<file path="src/rtl/sat_engine_ctrl.sv">
// Main sequencer for one Sat Engine variable-state bank: load, then the
// decide -> imply -> analyze -> backtrack loop, driven by one-cycle command pulses.
module sat_engine_ctrl #(
  parameter int WIDTH_LVL = 10,
  parameter int WIDTH_CNT = 16
) (
  input  logic                 clk,
  input  logic                 rst,
  input  logic                 start_i,
  input  logic                 abort_i,
  output logic                 wr_states_o,
  output logic                 dec_req_o,
  input  logic                 dec_ack_i,
  input  logic                 dec_none_i,
  output logic                 valid_from_decision_o,
  output logic [WIDTH_LVL-1:0] cur_level_o,
  output logic                 apply_imply_o,
  input  logic                 find_imply_i,
  input  logic                 find_conflict_i,
  output logic                 apply_analyze_o,
  input  logic [WIDTH_LVL-1:0] max_level_i,
  output logic                 apply_bkt_o,
  output logic [WIDTH_LVL-1:0] bkt_lvl_o,
  output logic                 busy_o,
  output logic                 done_o,
  output logic                 sat_o,
  output logic                 unsat_o,
  output logic                 ovf_o,
  output logic [WIDTH_CNT-1:0] conflicts_o
);

  localparam logic [3:0] S_IDLE      = 4'd0;
  localparam logic [3:0] S_LOAD      = 4'd1;
  localparam logic [3:0] S_IMPLY     = 4'd2;
  localparam logic [3:0] S_IMP_WAIT  = 4'd3;
  localparam logic [3:0] S_DECIDE    = 4'd4;
  localparam logic [3:0] S_DEC_VALID = 4'd5;
  localparam logic [3:0] S_ANALYZE   = 4'd6;
  localparam logic [3:0] S_ANL_WAIT  = 4'd7;
  localparam logic [3:0] S_BKT       = 4'd8;
  localparam logic [3:0] S_DONE      = 4'd9;

  localparam logic [WIDTH_LVL-1:0] LVL_ONE = {{(WIDTH_LVL-1){1'b0}}, 1'b1};
  localparam logic [WIDTH_CNT-1:0] CNT_ONE = {{(WIDTH_CNT-1){1'b0}}, 1'b1};

  logic [3:0]           state;
  logic [3:0]           state_nx;
  logic [WIDTH_LVL-1:0] lvl_below;
  logic [WIDTH_LVL-1:0] bkt_next;

  // Clamping to level-1 guarantees every backtrack strictly lowers the level.
  assign lvl_below = cur_level_o - LVL_ONE;
  assign bkt_next  = (max_level_i < lvl_below) ? max_level_i : lvl_below;

  always_comb begin
    state_nx = state;
    case (state)
      S_IDLE, S_DONE: if (start_i) state_nx = S_LOAD;
      S_LOAD:         state_nx = S_IMPLY;
      S_IMPLY:        state_nx = S_IMP_WAIT;
      S_IMP_WAIT: begin
        if (find_conflict_i)   state_nx = (cur_level_o == '0) ? S_DONE : S_ANALYZE;
        else if (find_imply_i) state_nx = S_IMPLY;
        else                   state_nx = S_DECIDE;
      end
      S_DECIDE: begin
        if (dec_none_i)     state_nx = S_DONE;
        else if (dec_ack_i) state_nx = (&cur_level_o) ? S_DONE : S_DEC_VALID;
      end
      S_DEC_VALID:    state_nx = S_IMPLY;
      S_ANALYZE:      state_nx = S_ANL_WAIT;
      S_ANL_WAIT:     state_nx = S_BKT;
      S_BKT:          state_nx = S_IMPLY;
      default:        state_nx = S_IDLE;
    endcase
    if (abort_i) state_nx = S_IDLE;
  end

  // Every output is a flop; pulses are decoded from the state being entered.
  always_ff @(posedge clk) begin
    if (rst) begin
      state                 <= S_IDLE;
      wr_states_o           <= 1'b0;
      dec_req_o             <= 1'b0;
      valid_from_decision_o <= 1'b0;
      apply_imply_o         <= 1'b0;
      apply_analyze_o       <= 1'b0;
      apply_bkt_o           <= 1'b0;
      busy_o                <= 1'b0;
      done_o                <= 1'b0;
      sat_o                 <= 1'b0;
      unsat_o               <= 1'b0;
      ovf_o                 <= 1'b0;
      cur_level_o           <= '0;
      bkt_lvl_o             <= '0;
      conflicts_o           <= '0;
    end else begin
      state                 <= state_nx;
      wr_states_o           <= (state_nx == S_LOAD);
      dec_req_o             <= (state_nx == S_DECIDE);
      valid_from_decision_o <= (state_nx == S_DEC_VALID);
      apply_imply_o         <= (state_nx == S_IMPLY);
      apply_analyze_o       <= (state_nx == S_ANALYZE);
      apply_bkt_o           <= (state_nx == S_BKT);
      busy_o                <= (state_nx != S_IDLE) && (state_nx != S_DONE);
      done_o                <= (state_nx == S_DONE);

      if (abort_i) begin
        sat_o   <= 1'b0;
        unsat_o <= 1'b0;
        ovf_o   <= 1'b0;
      end else begin
        case (state)
          S_IDLE, S_DONE: begin
            if (start_i) begin
              cur_level_o <= '0;
              conflicts_o <= '0;
              sat_o       <= 1'b0;
              unsat_o     <= 1'b0;
              ovf_o       <= 1'b0;
            end
          end
          S_IMP_WAIT: begin
            if (find_conflict_i) begin
              if (cur_level_o == '0)  unsat_o     <= 1'b1;
              else if (!(&conflicts_o)) conflicts_o <= conflicts_o + CNT_ONE;
            end
          end
          S_DECIDE: begin
            if (dec_none_i)          sat_o       <= 1'b1;
            else if (dec_ack_i) begin
              if (&cur_level_o)      ovf_o       <= 1'b1;
              else                   cur_level_o <= cur_level_o + LVL_ONE;
            end
          end
          S_ANL_WAIT: bkt_lvl_o   <= bkt_next;
          S_BKT:      cur_level_o <= bkt_lvl_o;
          default: ;
        endcase
      end
    end
  end

endmodule
</file>
<file path="config.mk">
export PLATFORM = sky130hd
export DESIGN_NAME = sat_engine_ctrl
export DESIGN_NICKNAME = d
export VERILOG_FILES = /design/src/rtl/sat_engine_ctrl.sv
export SDC_FILE = /design/constraint.sdc
export NUM_CORES = 1
export LEC_CHECK = 0
export ABC_AREA = 1
export CORE_MARGIN = 2
export CORE_UTILIZATION = 52
export CTS_CLUSTER_DIAMETER = 60
export DETAILED_ROUTE_END_ITERATION = 6
export GPL_TIMING_DRIVEN = 0
export PLACE_DENSITY_LB_ADDON = 0.05
export SYNTH_ARGS = -nofsm -noshare
export SYNTH_HDL_FRONTEND = slang
export SYNTH_SLANG_ARGS = --single-unit
</file>
<file path="constraint.sdc">
create_clock -name clk -period 3.05 [get_ports clk]
set_clock_uncertainty 0.15 [all_clocks]
set_input_delay 0.61 -clock clk [delete_from_list [all_inputs] [get_ports clk]]
set_output_delay 0.61 -clock clk [all_outputs]
set_load 0.05 [all_outputs]
</file>
==> flow_summary.toml <==
[detailed_routing]
post_drt_via_cell_ratio = 5.458
wl_per_cell_microns = 14.07
firstDrtPassIters = 4
routed_wl_microns = 9129
drc = 0
num_vias = 3542
first_iter_violations = 182
final_antenna_net_count = 0

[final_layout]
areaGrowthSynthToFinish_pct = 26.63
design_area_sq_um = 4118
layout_commonest_cell = "nand2_1"
diodes = 0
utilization = 0.6873
layout-drive-gt1-share = 0.06272
fin_nets = 604
final_cell_mix = "133 x nand2_1, 70 x nor2_1, 64 x clkdlybuf4s50_1, 50 x dfxtp_1, 46 x a21oi_1"
nFillCells = 555

[sta]
whs_ns = 0.3121
tns_ns = 0
finalCritPeriodShare = 0.9205
tightestPinTransition_ns = 0.5644
setup-violations-final = 0
max_freq_mhz = 356.2
fin_crit_ns = 2.808
max_slew_margin = 0.6238
rsz0062_at_grt = "no"
slew_violations = 0
hold_viol = 0

[placement]
hpwl_microns = 6895
dpl-instance-area_sq_um = 3986
gp_congestion = 0.9709
port_buffers = 64

[global_route]
grt_max_degree = 17
antenna_found_initial = 0
grt.overflow.total = 0
grt_pass1_wl_microns = 15200
grt_pass1_vias = 3275
grt_use_total = 0.2647

[setup_path]
critPathSlowestCell = "dfxtp_1"
start_kind = "flip-flop"
critPathMaxFanout = 10
worstSetupPathType = "reg2reg"
endpoint_kind = "flip-flop"
crit_top_cell = "nand3_1"
crit_chain = "buf_2 > inv_1 > nand3_1 > nor2_1 > nand3_1 > xor2_1 > ha_1 > nand2_1 > nor2_1 > o211ai_1 > clkbuf_2 > nand4_1 > nand3_1 > a21oi_1"
cp.required_ns = 3.08
critPathMaxStageDelay_ns = 0.32
cp.arrival_ns = 2.84

[cts]
tritoncts = "yes"
clk_pin_slew_ns = 0.09
clock_sinks = 51
post-cts-setup-buffer-count = 0
h-tree-depth = 2
clockBufferDepth = 2
insertion_delay_ns = 0.31
postCtsHoldBufs = 0
ctsRootBufferMaster = "clkbuf_8"
numCtsBuffers = 5
ctsResizeCount = 0

[pwr]
ir_worst_vdd_uv = 258.2
power.total_w = 0.001548
pwr_density_cell_nw_per_um2 = 375.8
p_leak_nw = 1.617

[floorplan]
die_width_microns = 83.08
core_sq_um = 5991
die_h_microns = 83.08
pin_count = 65
start_util = 0.5428
rows = 28
fp.dieArea_sq_um = 6902

[run]
cap_violations = 0

[synthesis]
syn_nets = 533
synth_seq_cells = 51
syn_inst = 502
yosysWarnings = 0
ys_types = 39
yosysSeqAreaShare = 0.3140
synth_area_sq_um = 3252
synthFlopType = "dfxtp_1"
async_reset_ff_frac = 0
synth-edff-count = 0
syn_avg_cell_area_sq_um = 6.478

[outcome]
status = "finished, final reports clean"

[worst_hold_path]
hp-class = "reg2reg"
## worst max-delay path, delay by kind of cell, from the launching register on
kind	cells	cell delay [ns]
AND/OR/NAND/NOR	7	0.94
adder cells (fa/ha/maj)	1	0.31
flip-flops	1	0.32
XOR/XNOR	1	0.28
AO/OA/AOI/OAI	2	0.21
buffers and inverters	3	0.50
## per-layer routing
layer  track usage  part of all wire
met4       0.07004            0.0079
met2        0.4252              0.46
met1        0.3695              0.47
met3       0.04274             0.067
met5             0                 0
## through the flow
stage               worst slack, ns  instances
global route                0.04002        649
CTS                          0.1089        649
detailed placement           0.1270        641
finish                       0.2423        649
floorplan                    0.2893        502
global placement             0.2227        641
## power by group
part / internal (W) / total (W) / switching [W]
clock network: 0.000270 / 0.000510 / 0.000240
logic: 0.000125 / 0.000347 / 0.000222
registers: 0.000677 / 0.000691 / 0.0000137
## path summary, 6_finish.rpt
path | slack (ns) | from | cells past startpoint | endpoint
worst min register to register | 0.31 | ovf_o$_SDFFE_PP0P_ | 2 | ovf_o$_SDFFE_PP0P_
worst max register to register | 0.24 | cur_level_o[2]$_SDFFE_PP0P_ | 14 | bkt_lvl_o[1]$_SDFFE_PP0P_
worst max-delay path | 0.24 | cur_level_o[2]$_SDFFE_PP0P_ | 14 | bkt_lvl_o[1]$_SDFFE_PP0P_
worst min-delay path | 0.31 | ovf_o$_SDFFE_PP0P_ | 2 | ovf_o$_SDFFE_PP0P_
## flip-flops by register name (all words and copies together), names as in the netlist, 4 cells and up
register	cells
bkt_lvl_o	10
state	4
cur_level_o	10
conflicts_o	16
## synth_stat cells (2+ instances only)
cell type	count	share of area
clkbuf_1	11	0.013
buf_6	2	0.0069
o21ai_1	2	0.0031
nand2_1	133	0.15
nand2_2	2	0.0038
nand4_1	20	0.038
o21ai_0	19	0.029
xnor2_1	4	0.011
nor3_1	7	0.011
nand3_1	31	0.048
ha_1	13	0.050
xor2_1	18	0.048
dfxtp_1	51	0.31
inv_1	43	0.050
nor2_1	70	0.081
or2_2	2	0.0038
nor2_2	2	0.0038
o211ai_1	2	0.0046
o21a_1	2	0.0046
a21oi_1	46	0.071
inv_2	4	0.0046
## cell families after synthesis
family,synth area share
and+or+nand+nor,0.3663
adders and majority gates,0.05002
xor gates and xnor gates,0.05925
AOI/OAI and AO/OA,0.1277
buffers and inverters,0.08272
DFF,0.3140
## area by class of cell
type,instances,area [sq um],area share
Sequential cell,51,1022,0.2483
Buffer,16,85.08,0.02066
Inverter,49,187.7,0.04558
Multi-Input combinational cell,386,1967,0.4777
Timing Repair Buffer,64,640.6,0.1556
Clock inverter,2,38.79,0.009420
Clock buffer,6,82.58,0.02005
Tap cell,75,93.84,0.02279
(Power assumes the default switching activity.)
